File: src/rtl/multi_push_multi_pop_fifo_v2.sv
// Multi-lane show-ahead FIFO: up to NI words in and NO words out per cycle,
// arbitrary depth, occupancy/threshold status, sticky request-error flags
// and a synchronous flush.

// Per-lane storage index: (base + OFS) wrapped once modulo D.
// base < D and OFS < D, so the sum stays below 2*D and one subtraction wraps it.
module multi_push_multi_pop_fifo_v2_lane #(
    parameter int D   = 16,
    parameter int IW  = 4,
    parameter int OFS = 0
) (
    input  logic [IW-1:0] base,
    output logic [IW-1:0] idx
);
    localparam int AW = $clog2(D + 1) + 1;

    logic [AW-1:0] sum;

    // Add the lane offset and fold back into 0..D-1
    always_comb begin
        sum = AW'(base) + AW'(OFS);
        idx = (sum >= AW'(D)) ? IW'(sum - AW'(D)) : IW'(sum);
    end
endmodule

module multi_push_multi_pop_fifo_v2 #(
    parameter int W        = 16,
    parameter int D        = 16,
    parameter int NI       = 2,
    parameter int NO       = 2,
    parameter int AF_LEVEL = D - 1,
    parameter int AE_LEVEL = 1,
    localparam int PW      = $clog2(NI + 1),
    localparam int QW      = $clog2(NO + 1),
    localparam int CW      = $clog2(D + 1)
) (
    input  logic                   clk,
    input  logic                   rst,
    input  logic                   flush,
    input  logic [PW-1:0]          push,
    input  logic [NI-1:0][W-1:0]   push_data,
    input  logic [QW-1:0]          pop,
    output logic [NO-1:0][W-1:0]   pop_data,
    output logic [NO-1:0]          pop_valid,
    output logic [PW-1:0]          can_push,
    output logic [QW-1:0]          can_pop,
    output logic [CW-1:0]          count,
    output logic                   almost_full,
    output logic                   almost_empty,
    output logic                   overflow,
    output logic                   underflow,
    input  logic                   err_clr
);
    // One extra bit over the count width so sums of pointer + amount never truncate
    localparam int AW = CW + 1;
    localparam int IW = $clog2(D);

    logic [IW-1:0]         wr_ptr, rd_ptr;
    logic [CW-1:0]         occ;
    logic [W-1:0]          mem [D];

    logic [NI-1:0][IW-1:0] wr_idx;
    logic [NO-1:0][IW-1:0] rd_idx;

    logic [AW-1:0]         space, cp_w, cpo_w, push_w, pop_w;
    logic [AW-1:0]         acc_push, acc_pop, wr_sum, rd_sum, occ_nxt;
    logic [IW-1:0]         wr_nxt, rd_nxt;
    logic                  ovf_set, udf_set;

    // Grant amounts from start-of-cycle occupancy, clamp requests, advance pointers
    always_comb begin
        space    = AW'(D) - AW'(occ);
        cp_w     = (space > AW'(NI)) ? AW'(NI) : space;
        cpo_w    = (AW'(occ) > AW'(NO)) ? AW'(NO) : AW'(occ);
        push_w   = AW'(push);
        pop_w    = AW'(pop);
        acc_push = (push_w > cp_w) ? cp_w : push_w;
        acc_pop  = (pop_w > cpo_w) ? cpo_w : pop_w;
        // A flush swallows the cycle's requests, including their error reports
        ovf_set  = !flush && (push_w > cp_w);
        udf_set  = !flush && (pop_w > cpo_w);
        wr_sum   = AW'(wr_ptr) + acc_push;
        rd_sum   = AW'(rd_ptr) + acc_pop;
        wr_nxt   = (wr_sum >= AW'(D)) ? IW'(wr_sum - AW'(D)) : IW'(wr_sum);
        rd_nxt   = (rd_sum >= AW'(D)) ? IW'(rd_sum - AW'(D)) : IW'(rd_sum);
        // acc_pop <= occ, so this never goes negative
        occ_nxt  = AW'(occ) + acc_push - acc_pop;
    end

    // Pointer, occupancy and sticky flag registers
    always_ff @(posedge clk or posedge rst) begin
        if (rst) begin
            wr_ptr    <= '0;
            rd_ptr    <= '0;
            occ       <= '0;
            overflow  <= 1'b0;
            underflow <= 1'b0;
        end else begin
            if (flush) begin
                wr_ptr <= '0;
                rd_ptr <= '0;
                occ    <= '0;
            end else begin
                wr_ptr <= wr_nxt;
                rd_ptr <= rd_nxt;
                occ    <= CW'(occ_nxt);
            end
            // A fresh error beats a simultaneous clear
            overflow  <= ovf_set | (overflow  & ~err_clr);
            underflow <= udf_set | (underflow & ~err_clr);
        end
    end

    // Write lane addresses: wr_ptr + i, mod D
    for (genvar i = 0; i < NI; i++) begin : g_wr
        multi_push_multi_pop_fifo_v2_lane #(.D(D), .IW(IW), .OFS(i)) u_idx (
            .base (wr_ptr),
            .idx  (wr_idx[i])
        );
    end

    // Read lanes: show-ahead data at rd_ptr + j, valid while j is below occupancy
    for (genvar j = 0; j < NO; j++) begin : g_rd
        multi_push_multi_pop_fifo_v2_lane #(.D(D), .IW(IW), .OFS(j)) u_idx (
            .base (rd_ptr),
            .idx  (rd_idx[j])
        );
        assign pop_data[j]  = mem[rd_idx[j]];
        assign pop_valid[j] = (j < int'(occ));
    end

    // Storage is not reset; only accepted lanes are written, nothing under flush
    always_ff @(posedge clk) begin
        if (!flush) begin
            for (int i = 0; i < NI; i++) begin
                if (AW'(i) < acc_push) mem[wr_idx[i]] <= push_data[i];
            end
        end
    end

    assign count        = occ;
    assign can_push     = PW'(cp_w);
    assign can_pop      = QW'(cpo_w);
    assign almost_full  = (int'(occ) >= AF_LEVEL);
    assign almost_empty = (int'(occ) <= AE_LEVEL);
endmodule

File: config.mk
export PLATFORM = sky130hd
export DESIGN_NAME = multi_push_multi_pop_fifo_v2
export DESIGN_NICKNAME = d
export VERILOG_FILES = /design/src/rtl/multi_push_multi_pop_fifo_v2.sv
export SDC_FILE = /design/constraint.sdc
export NUM_CORES = 1
export LEC_CHECK = 0
export BUFFER_PORTS_ARGS = -buffer_cell sky130_fd_sc_hd__buf_4
export CORE_ASPECT_RATIO = 1.2
export CORE_MARGIN = 2
export CORE_UTILIZATION = 30
export CTS_BUF_LIST = sky130_fd_sc_hd__clkbuf_4
export DETAILED_ROUTE_END_ITERATION = 8
export GPL_ROUTABILITY_DRIVEN = 0
export PLACE_DENSITY = 0.48
export SKIP_CTS_REPAIR_TIMING = 1
export SYNTH_ARGS = -nofsm -noshare
export SYNTH_HDL_FRONTEND = slang
export SYNTH_SLANG_ARGS = --single-unit
File: constraint.sdc
create_clock -name clk -period 8.5 [get_ports clk]
set_input_delay 0.85 -clock clk [delete_from_list [all_inputs] [get_ports clk]]
set_output_delay 0.85 -clock clk [all_outputs]
set_load 0.02 [all_outputs]
-- Word-level counts from Yosys, hierarchy flattened
Memories as Yosys holds them, arrays and structs flattened.
Cells that the tools add are included.
- register bits after elaboration: 15
- bits in writable memories: 256
- input port bits: 40
- output and inout port bits: 47
- word-level logic and storage cells: 62
- memories: 1
- memories (memory ; depth ; width ; read ports ; clocked after memory_dff ; write ports ; line ; text):
    mem ; 16 ; 16 ; 2 ; 0 ; 2 ; 60 ; logic [W-1:0] mem [D];
- $add $sub $neg: 13
- order comparisons: 16
- mux-type cells: 19
- bitwise operators: 5
- reductions and logical operators: 3
- operators by type and width (operator ; number):
    4-bit 2-to-1 mux ; 8
    4-bit by 1-bit subtractor with 4-bit output, second input constant ; 6
    5-bit 2-to-1 mux ; 3
    6-bit by 5-bit greater-or-equal comparator with 1-bit output, second input constant ; 2
    1-bit by 6-bit less-than comparator with 1-bit output, first input constant ; 2
    6-bit 2-to-1 mux ; 2
    4-bit by 1-bit adder with 5-bit output, second input constant ; 2
    4-bit by 5-bit greater-or-equal comparator with 1-bit output, second input constant ; 2
    5-bit greater-or-equal comparator, second input constant ; 2
    1-bit by 5-bit less-than comparator with 1-bit output, first input constant ; 2
    4-bit by 5-bit adder with 6-bit output ; 1
    4-bit by 6-bit adder with 6-bit output ; 1
    2-bit by 6-bit greater-than comparator with 1-bit output ; 1
    6-bit by 2-bit greater-than comparator with 1-bit output, second input constant ; 1
    1-bit 2-to-1 mux ; 6
    5-bit by 5-bit subtractor with 6-bit output, first input constant ; 1
    5-bit adder ; 1
    5-bit by 4-bit greater-or-equal comparator with 1-bit output, second input constant ; 1
    2-bit by 5-bit greater-than comparator with 1-bit output ; 1
    5-bit by 2-bit greater-than comparator with 1-bit output, second input constant ; 1
    5-bit by 1-bit <= comparator with 1-bit output, second input constant ; 1
    5-bit subtractor ; 1
    1-bit AND ; 2
    1-bit logical AND ; 2
    3 further kinds ; 4

-- Depth between registers and ports, before layout
- word-level depth: 9
- depth in mapped cells: 18
- mapped depth without buffers: 18

-- Cells and area by module
A second synthesis with hierarchy kept.
- cells, all modules: 989
- area, all modules: 17033.8 sq um
- by module, submodules not included (module ; instances ; cells an instance ; area each (sq um)):
    multi_push_multi_pop_fifo_v2 ; 1 ; 971 ; 16896.2
    multi_push_multi_pop_fifo_v2_lane at g_rd[1].u_idx ... ; 2 ; 5 ; 38.8
    multi_push_multi_pop_fifo_v2_lane at g_rd[0].u_idx ... ; 2 ; 4 ; 30.0

-- Least setup slack after synthesis
No wires, ideal clock.
- path type: reg-to-reg
- from: reg occ[1] (netlist: count[1])
- to: mem mem[0][0], enable pin
- setup time: 414 ps
- data arrival time: 4026 ps
- slack: 4060 ps
- cell stages (with the launch flop): 10
- clock period less this slack: 4440 ps
- cells stage by stage: dfrtp_1 inv_1 ha_1 nor2b_1 nor3_1 ha_1 nor2_1 maj3_2 o32a_4 o31ai_1
- RTL lines (element ; line ; text):
    start, declared ; 59 ; logic [CW-1:0] occ;
    start signal, assigned ; 106 ; occ <= CW'(occ_nxt);
    end, declared ; 60 ;

==> flow_metrics.env <==
export IMPL_synth_edf_count=256
export IMPL_clock_sinks=271
export IMPL_fin_setup_tns_ns=0
export IMPL_power_density_mw_per_mm2=306
export IMPL_cp_max_fo=57
export IMPL_finalHoldViolations=0
export IMPL_track_usage=0.203
export IMPL_die_x_um=218
export IMPL_dpl_cell_area_mm2=0.0182
export IMPL_postRouteAntennaNets=0
export IMPL_synth_top_area_share=0.465
export IMPL_numPortBuffers=86
export IMPL_required_ns=7.65
export IMPL_yosys_area_top_type="edfxtp_1"
export IMPL_cts_reportedPaths_clkPinSlew_ns=0.06
export IMPL_whs_ns=0.192
export IMPL_postSynthAreaPerCell_um2=17.2
export IMPL_wl_per_cell_um=30.3
export IMPL_cp_data_arrival_time_ns=4.52
export IMPL_start_util=0.302
export IMPL_syn_inst=960
export IMPL_core_mm2=0.0547
export IMPL_ys_flop_type="edfxtp_1"
export IMPL_antenna_found_initial=2
export IMPL_use_met2=0.360
export IMPL_cellLeakagePower_nw=6.21
export IMPL_nets=1144
export IMPL_detail_route_first_pass_iterations=5
export IMPL_drtIter0Drc=721
export IMPL_grt_ovfl_total=0
export IMPL_htreeDepth=3
export IMPL_skew_ns=0.0347
export IMPL_std_cell_rows=94
export IMPL_synthesis_area_mm2=0.0165
export IMPL_drv_cap=0
export IMPL_cts_tree="done"
export IMPL_viasPerCell=5.44
export IMPL_regArea_mm2=0.00807
export IMPL_grt_setup_unrepaired="false"
export IMPL_die_y_um=261
export IMPL_tightest_slew_ns=1.27
export IMPL_synth_ff_latch_count=271
export IMPL_cts_inserted_buffers=83
export IMPL_num_vias=10109
export IMPL_synth_async_reset_ratio=0.0554
export IMPL_grt_pass1_wl_mm=81.0
export IMPL_worstSetupPathType="reg2out"
export IMPL_die_area_mm2=0.0570
export IMPL_seq_area_frac_synth=0.488
export IMPL_final_setup_viol_count=0
export IMPL_drc=0
export IMPL_synth_area_leaders="edfxtp_1, mux4_2, mux2_2, dfrtp_1, nor4_4"
export IMPL_gr_max_usage_layer="met2"
export IMPL_finalCritPeriodShare=0.632
export IMPL_multi_input_comb_area_mm2=0.00810
export IMPL_use_met1=0.255
export IMPL_end_kind="output pin"
export IMPL_synth_top_family_by_area="multiplexers"
export IMPL_insertion_delay_ns=0.77
export IMPL_fillers=5312
export IMPL_io_pins=87
export IMPL_slew_viol_final=0
export IMPL_synth_mux_area_frac=0.394
export IMPL_place_hpwl_mm=34.2
export IMPL_startpoint_type="flop"
export IMPL_synthXorXnorAreaFrac=0.00583
export IMPL_status="finished, final reports clean"
export IMPL_grt_max_degree=65
export IMPL_grt_pass1_vias=10801
export IMPL_drive_gt1_frac=0.634
export IMPL_min_path_type="in2async"
export IMPL_synth_compound_gate_area_share=0.0200
export IMPL_relSlewSlack=0.148
export IMPL_synthToLayoutAreaGrowth_pct=16.1
export IMPL_yosys_area_share_simple=0.0344
export IMPL_timing_fmax_mhz=186
export IMPL_ys_types=37
export IMPL_final_cell_area_mm2=0.0192
export IMPL_drt_wl_total_mm=56.4
export IMPL_period_needed_ns=5.37
export IMPL_met3_usage=0.0361
export IMPL_synthAdderAreaFrac=0.0216
export IMPL_yosys_warnings=0
export IMPL_cts_root_buffer="clkbuf_4"
export IMPL_irDropWorstVdd_mv=0.204
export IMPL_clock_tree_buffer_depth=3
-- per-layer routing --
| layer | up-vias | wire length (um) |
|---|---|---|
| met2 | 328 | 29300 |
| met1 | 5477 | 23100 |
| met4 | 0 | 1120 |
| li1 | 4224 | - |
| met3 | 80 | 2840 |
| met5 | - | 0 |
-- through the flow --
step	instances	setup WS, ns	util	total power (W)
2_1_floorplan	964	4.06	-	0.00360
3_3_place_gp	1715	3.91	0.332	0.00465
3_5_place_dp	1715	3.88	0.332	0.00467
4_1_cts	1856	3.00	0.350	0.00595
5_1_grt	1857	2.80	0.350	0.00617
6_report	1858	3.13	0.351	0.00587
-- cells in the mapped netlist (10+ instances only) --
cell        n
mux2_2    257
dfrtp_1    15
mux4_2    160
o31ai_2    10
nor4_4     16
clkbuf_1   51
edfxtp_1  256
nor2b_1    10
ha_1       18
buf_1      18
nor2_1     12
inv_1      38
buf_4      18
-- cell usage in the layout (no fill, tap or decap), types with 5 or more instances in the layout --
cell type | netlist | layout
nor4_4 | 16 | 16
nand2b_1 | 7 | 6
inv_1 | 38 | 38
mux2_2 | 257 | 257
mux4_2 | 160 | 160
nand2_1 | 8 | 8
fa_1 | 6 | 6
nor2b_1 | 10 | 10
a21oi_1 | 8 | 8
o31ai_4 | 0 | 16
clkbuf_4 | 0 | 127
nor2_1 | 12 | 12
dfrtp_1 | 15 | 12
ha_1 | 18 | 17
xnor2_1 | 6 | 5
edfxtp_1 | 256 | 256
conb_1 | 2 | 6
buf_4 | 18 | 126
clkinv_1 | 0 | 9
-- layout make-up --
| class | instances | share of cell area |
|---|---|---|
| antenna | 2 | 0.000261 |
| clock buffer | 127 | 0.0497 |
| clock inverter | 14 | 0.00294 |
| inverter | 38 | 0.00744 |
| multi-input combinational | 560 | 0.422 |
| sequential | 271 | 0.421 |
| tap | 720 | 0.0470 |
| timing repair buffer | 126 | 0.0493 |
-- worst paths after layout --
kind	startpoint	endpoint	slack (ns)	depth (start not counted)
worst max-delay path	rd_ptr[0]	pop_data[21]	3.13	5
worst min-delay path	rst	underflow	0.19	2
worst max register to register	count[0]	mem[2][12]	4.23	11
worst min register to register	underflow	underflow	0.53	2
max in group asynchronous	rst	rd_ptr[0]	7.78	2
min in group clk	err_clr	overflow	0.28	2
-- power breakdown --
part	internal (W)	leakage, nW	switching [W]
combinational	0.00128	3.09	0.00154
clock	0.000672	0.616	0.000587
sequential	0.00163	2.51	0.000158
total	0.00358	6.21	0.00228
-- logic make-up after synthesis --
family,Yosys count
other cells,2
fa+ha+maj,25
xor+xnor,11
buf+inv,133
simple gates,61
mux,418
compound gates,39
flops,271
-- critical path, stage by stage (launching register included) --
cell	delay, ns
dfrtp_4	0.88
buf_4	0.89
buf_4	0.61
mux4_2	0.57
mux4_2	0.56
buf_4	0.19
-- flip-flops by register name, indices dropped and copies added, names as in the netlist --
name,flops
overflow,1
count,5
underflow,1
wr_ptr,4
rd_ptr,4
mem,256
No activity file was read; power rests on OpenSTA's default activity.
